===== src/rtl/alarm_siren_ctrl.sv =====
// alarm_siren_ctrl
// Drives the annunciators that follow the alarm state machine:
//  - pending    : entry-delay warning
//  - siren      : sounds for a fixed time, then silences itself
//  - strobe     : blinks while in the entry delay or while the siren sounds
//  - alarm_done : the siren has timed out and the system is still not disarmed
// It also keeps a 4-bit saturating count of siren activations.
// Every output is a register, so an input sampled at one rising edge is
// visible on the outputs just after that edge and never combinationally.

module alarm_siren_ctrl #(
    parameter int ENTRY_DELAY = 8,
    parameter int SIREN_TIME  = 32,
    parameter int BLINK_HALF  = 4,
    parameter int CNT_W       = 8
) (
    input  logic       clk,
    input  logic       reset,
    input  logic       disarmed,
    input  logic       armed,
    input  logic       triggered,
    output logic       pending,
    output logic       siren,
    output logic       strobe,
    output logic       alarm_done,
    output logic [3:0] alarm_count
);

    // Timer reload values. A phase that loads N-1 and leaves when the timer
    // reads zero lasts exactly N cycles.
    localparam logic [CNT_W-1:0] ENTRY_LOAD = CNT_W'(ENTRY_DELAY - 1);
    localparam logic [CNT_W-1:0] SIREN_LOAD = CNT_W'(SIREN_TIME - 1);
    localparam logic [CNT_W-1:0] BLINK_LAST = CNT_W'(BLINK_HALF - 1);

    typedef enum logic [2:0] {
        S_IDLE,
        S_ARMED,
        S_ENTRY,
        S_SOUNDING,
        S_SILENCED
    } state_t;

    state_t           state;
    logic [CNT_W-1:0] timer;
    logic [CNT_W-1:0] blink;

    // Qualified input requests. disarmed overrides everything else, and a
    // trigger without armed counts as armed plus triggered.
    logic req_disarm;
    logic req_arm;
    logic req_trig;

    assign req_disarm = disarmed;
    assign req_arm    = !disarmed && (armed || triggered);
    assign req_trig   = !disarmed && triggered;

    // Saturating increment of the 4-bit activation counter.
    function automatic logic [3:0] sat_inc4(input logic [3:0] v);
        return (v == 4'hF) ? v : v + 4'd1;
    endfunction

    // The current blink half-period is complete.
    function automatic logic blink_wrap(input logic [CNT_W-1:0] b);
        return (b == BLINK_LAST);
    endfunction

    // State, timers, counters and registered outputs.
    always_ff @(posedge clk) begin
        if (reset) begin
            state       <= S_IDLE;
            timer       <= '0;
            blink       <= '0;
            alarm_count <= '0;
            pending     <= 1'b0;
            siren       <= 1'b0;
            strobe      <= 1'b0;
            alarm_done  <= 1'b0;
        end else begin
            case (state)
                S_IDLE: begin
                    if (req_arm) begin
                        state <= S_ARMED;
                    end
                end

                S_ARMED: begin
                    if (req_disarm) begin
                        state <= S_IDLE;
                    end else if (req_trig) begin
                        state   <= S_ENTRY;
                        timer   <= ENTRY_LOAD;
                        blink   <= '0;
                        strobe  <= 1'b1;
                        pending <= 1'b1;
                    end
                end

                S_ENTRY: begin
                    if (req_disarm) begin
                        // Abort during the entry delay: no siren, count unchanged.
                        state   <= S_IDLE;
                        pending <= 1'b0;
                        strobe  <= 1'b0;
                    end else if (timer == '0) begin
                        state       <= S_SOUNDING;
                        timer       <= SIREN_LOAD;
                        blink       <= '0;
                        strobe      <= 1'b1;
                        pending     <= 1'b0;
                        siren       <= 1'b1;
                        alarm_count <= sat_inc4(alarm_count);
                    end else begin
                        timer <= timer - 1'b1;
                        if (blink_wrap(blink)) begin
                            blink  <= '0;
                            strobe <= ~strobe;
                        end else begin
                            blink <= blink + 1'b1;
                        end
                    end
                end

                S_SOUNDING: begin
                    if (req_disarm) begin
                        state  <= S_IDLE;
                        siren  <= 1'b0;
                        strobe <= 1'b0;
                    end else if (timer == '0) begin
                        // Auto-silence; remain here until disarmed.
                        state      <= S_SILENCED;
                        siren      <= 1'b0;
                        strobe     <= 1'b0;
                        alarm_done <= 1'b1;
                    end else begin
                        timer <= timer - 1'b1;
                        if (blink_wrap(blink)) begin
                            blink  <= '0;
                            strobe <= ~strobe;
                        end else begin
                            blink <= blink + 1'b1;
                        end
                    end
                end

                S_SILENCED: begin
                    // A trigger that stays high does not re-sound the siren.
                    if (req_disarm) begin
                        state      <= S_IDLE;
                        alarm_done <= 1'b0;
                    end
                end

                default: begin
                    state      <= S_IDLE;
                    pending    <= 1'b0;
                    siren      <= 1'b0;
                    strobe     <= 1'b0;
                    alarm_done <= 1'b0;
                end
            endcase
        end
    end

endmodule


===== config.mk =====
export PLATFORM = sky130hd
export DESIGN_NAME = alarm_siren_ctrl
export DESIGN_NICKNAME = d
export VERILOG_FILES = /design/src/rtl/alarm_siren_ctrl.sv
export SDC_FILE = /design/constraint.sdc
export NUM_CORES = 1
export LEC_CHECK = 0
export CAP_MARGIN = 15
export CORE_MARGIN = 8
export CORE_UTILIZATION = 45
export DETAILED_ROUTE_END_ITERATION = 12
export PLACE_DENSITY_LB_ADDON = 0.25
export RECOVER_POWER = 50
export SYNTH_ARGS = -nofsm -noshare
export SYNTH_HDL_FRONTEND = slang
export SYNTH_SLANG_ARGS = --single-unit

===== constraint.sdc =====
create_clock -name clk -period 2.3 [get_ports clk]
set_input_delay 0.345 -clock clk [delete_from_list [all_inputs] [get_ports clk]]
set_output_delay 0.345 -clock clk [all_outputs]
set_load 0.02 [all_outputs]

==> run_results.csv <==
group,metric,value,unit
status,status,"finished, final reports clean",
sta,worst_pin_slew,0.581,ns
routing,first_pass_iters,4,
placement,port_buffers,12,
global_route,grt_pass1_vias,1554,
sta,worst_slack,0.132,ns
global_route,antenna_found_initial,0,
floorplanning,core-area,3580,um2
sta,rsz0062_at_grt,"false",
setup_path,crit_path_top_delay_cell,"or4b_1",
floorplanning,initial_utilization,46.0,%
sta,setup_violations,0,
power_and_ir_drop,p_leak,0.659,nW
sta,hold_violations,0,
final_layout,multiInputGateArea,1010,um2
sta,timing.fmax,461,MHz
synthesis,ys_types,52,
synthesis,syn_nets,212,
final_layout,antenna_cells,0,
synthesis,netlist_area,1650,um2
synthesis,synth_top_area_cell,"dfxtp_1",
setup_path,crit_fanout,11,
final_layout,fin_area,1900,um2
sta,tns,0,ns
final_layout,final_cells,269,
routing,drtIter0Drc,155,
routing,viasPerCell,6.21,
clock_tree,cts_tree,"yes",
power_and_ir_drop,vdd.ir_drop.worst,0.307,mV
synthesis,synth_ff_type,"dfxtp_1",
clock_tree,clock_latency,0.34,ns
clock_tree,cts.clk_slew.worst_paths,0.15,ns
routing,final_antenna_net_count,0,
floorplanning,die_w,76.5,um
synthesis,postSynthCellCount,203,
final_layout,drive_above_1_share,10.9,%
final_layout,postLayoutCoreUtil,53.1,%
global_route,overflow,0,
clock_tree,post-cts-setup-buffers,0,
clock_tree,cts_num_sinks,27,
clock_tree,cts_resized,0,
floorplanning,io_pins,13,
synthesis,syn_avg_cell_area,8.12,um2
global_route,grt.total_usage,14.6,%
synthesis,synthTopCellsByArea,"dfxtp_1, a21oi_1, o21ai_0",
routing,routedWlPerCell,16.1,um
final_layout,nets,231,
final_layout,ff_latch_area,541,um2
floorplanning,die_area,5850,um2
synthesis,ys_async_sr_fraction,0,%
job,maxCapViolations,0,
hold_path,hp-class,"register to register",
synthesis,yosysSeqAreaShare,32.8,%
synthesis,synth_top_area_share,32.8,%
final_layout,syn_to_final_growth,15.3,%
clock_tree,root_buffer,"clkbuf_4",
sta,hold_slack,0.500,ns
floorplanning,rows,22,
floorplanning,dieHeight,76.5,um
setup_path,critPathLaunchType,"register",
global_route,grt_pass1_wl,7.27,mm
power_and_ir_drop,power,1.10,mW
power_and_ir_drop,powerDensity,578,nW/um2
setup_path,path_cells,"inv_1, ha_1, or4b_1, nor4_4, clkbuf_2, nor2_2, a311oi_1",
setup_path,setup.worst_path.end_class,"register",
clock_tree,clock_path_buffers,2,
sta,clock_skew,0.00224,ns
placement,place_ws,0.138,ns
synthesis,yosysWarnings,0,
setup_path,cp.required,2.56,ns
setup_path,max_stage_delay,0.58,ns
final_layout,fill_cells,361,
placement,hpwlAfterDp,3.14,mm
sta,fin_crit_sh,94.2,%
placement,dp.cells,265,
clock_tree,cts_made_buffers,3,
sta,report.final.slew_viol_count,0,
synthesis,synth.ff_latch_count,27,
routing,drc,0,
sta,period_needed,2.17,ns
setup_path,timing_worst_setup_path_type,"register to register",
routing,vias,1670,
placement,gp_congestion,0.903,
sta,slew_headroom,61.1,%
setup_path,crit_arrival,2.43,ns
placement,postPlaceCellArea,1890,um2
routing,wirelength,4.33,mm
global_route,grt_max_degree,17,
synthesis,synth_edf_count,0,
clock_tree,postCtsHoldBufs,0,
clock_tree,h-tree-depth,1,
-- path summary, 6_finish.rpt --
path                                from  cells past startpoint  slack [ns]        to
worst max-delay path            timer[0]                      7        0.13  timer[1]
worst min-delay path            timer[0]                      2        0.50  timer[0]
worst max register to register  timer[0]                      7        0.13  timer[1]
worst min register to register  timer[0]                      2        0.50  timer[0]
-- cells by family (layout without fill, tap and decap cells) --
family | count (synthesis) | after routing | share of synthesized area, %
and+or+nand+nor | 77 | 77 | 29.8
AOI/OAI and AO/OA | 69 | 69 | 27.6
DFF | 27 | 27 | 32.8
buffers and inverters | 25 | 43 | 6.07
adders and majority gates | 4 | 4 | 3.04
muxes | 1 | 1 | 0.683
-- power by group --
group	switching (mW)	internal [mW]	total, mW
sequential	0.0314	0.489	0.520
combinational	0.214	0.148	0.362
clock	0.150	0.0655	0.216
total	0.396	0.702	1.10
-- registers in the layout, indices dropped and copies added (netlist names) --
signal and cells:
blink 8, alarm_count 4, alarm_done 1, strobe 1
pending 1, state 3, timer 8, siren 1
-- cell type report --
class,count,area share (%)
clock inverters,1,0.264
multi-input cells,151,53.0
repair buffers,27,11.5
well taps,48,3.16
inverters,12,2.37
flip-flops and latches,27,28.5
clock buffers,3,1.19
-- Yosys cell counts, drive strengths merged (3+ instances only) --
| cell | count |
|---|---|
| nor4b | 3 |
| o21ai | 14 |
| a311oi | 6 |
| or3 | 6 |
| clkbuf | 9 |
| nand4b | 3 |
| inv | 12 |
| nand4 | 5 |
| ha | 4 |
| a31oi | 8 |
| nor3 | 8 |
| dfxtp | 27 |
| nor4 | 3 |
| buf | 4 |
| nand2 | 11 |
| nor2 | 8 |
| a21oi | 21 |
| nor3b | 4 |
| o31ai | 3 |
| o32ai | 4 |
| nand3 | 12 |
| nor2b | 3 |
-- critical path, delay by kind of cell (launching register included) --
kind | cells | cell delay (ns)
and+or+nand+nor | 3 | 0.88
buffers and inverters | 2 | 0.40
DFF | 1 | 0.36
AOI/OAI and AO/OA | 1 | 0.26
adders and majority gates | 1 | 0.20
-- per-layer routing --
| metal | global-route usage, % | vias to the layer above | routed length, um |
|---|---|---|---|
| li1 | - | 818 | - |
| met1 | 18.9 | 801 | 1990 |
| met5 | 0 | - | 0 |
| met4 | 5.58 | 0 | 56 |
| met3 | 3.07 | 6 | 238 |
| met2 | 23.1 | 45 | 2040 |
-- cell usage in the layout (no fill, tap or decap), types with 2 or more instances in the layout --
cell type         n
a21o_1            2
a21oi_1          21
a311oi_1          6
a31oi_1           7
and2_1            2
buf_4            11
clkbuf_1          3
clkbuf_4          3
clkdlybuf4s50_1   4
dfxtp_1          27
dlygate4sd3_1     8
ha_1              4
inv_1            12
nand2_1          11
nand2b_1          2
nand3_1          12
nand3b_1          2
nand4_1           4
nand4b_1          3
nor2_1            7
nor2b_1           3
nor3_1            7
nor3b_1           4
nor4_1            2
nor4b_1           2
o21ai_0          13
o31ai_1           3
o32ai_1           4
or3_1             6
Note: power is estimated with default switching activity, not from simulation.
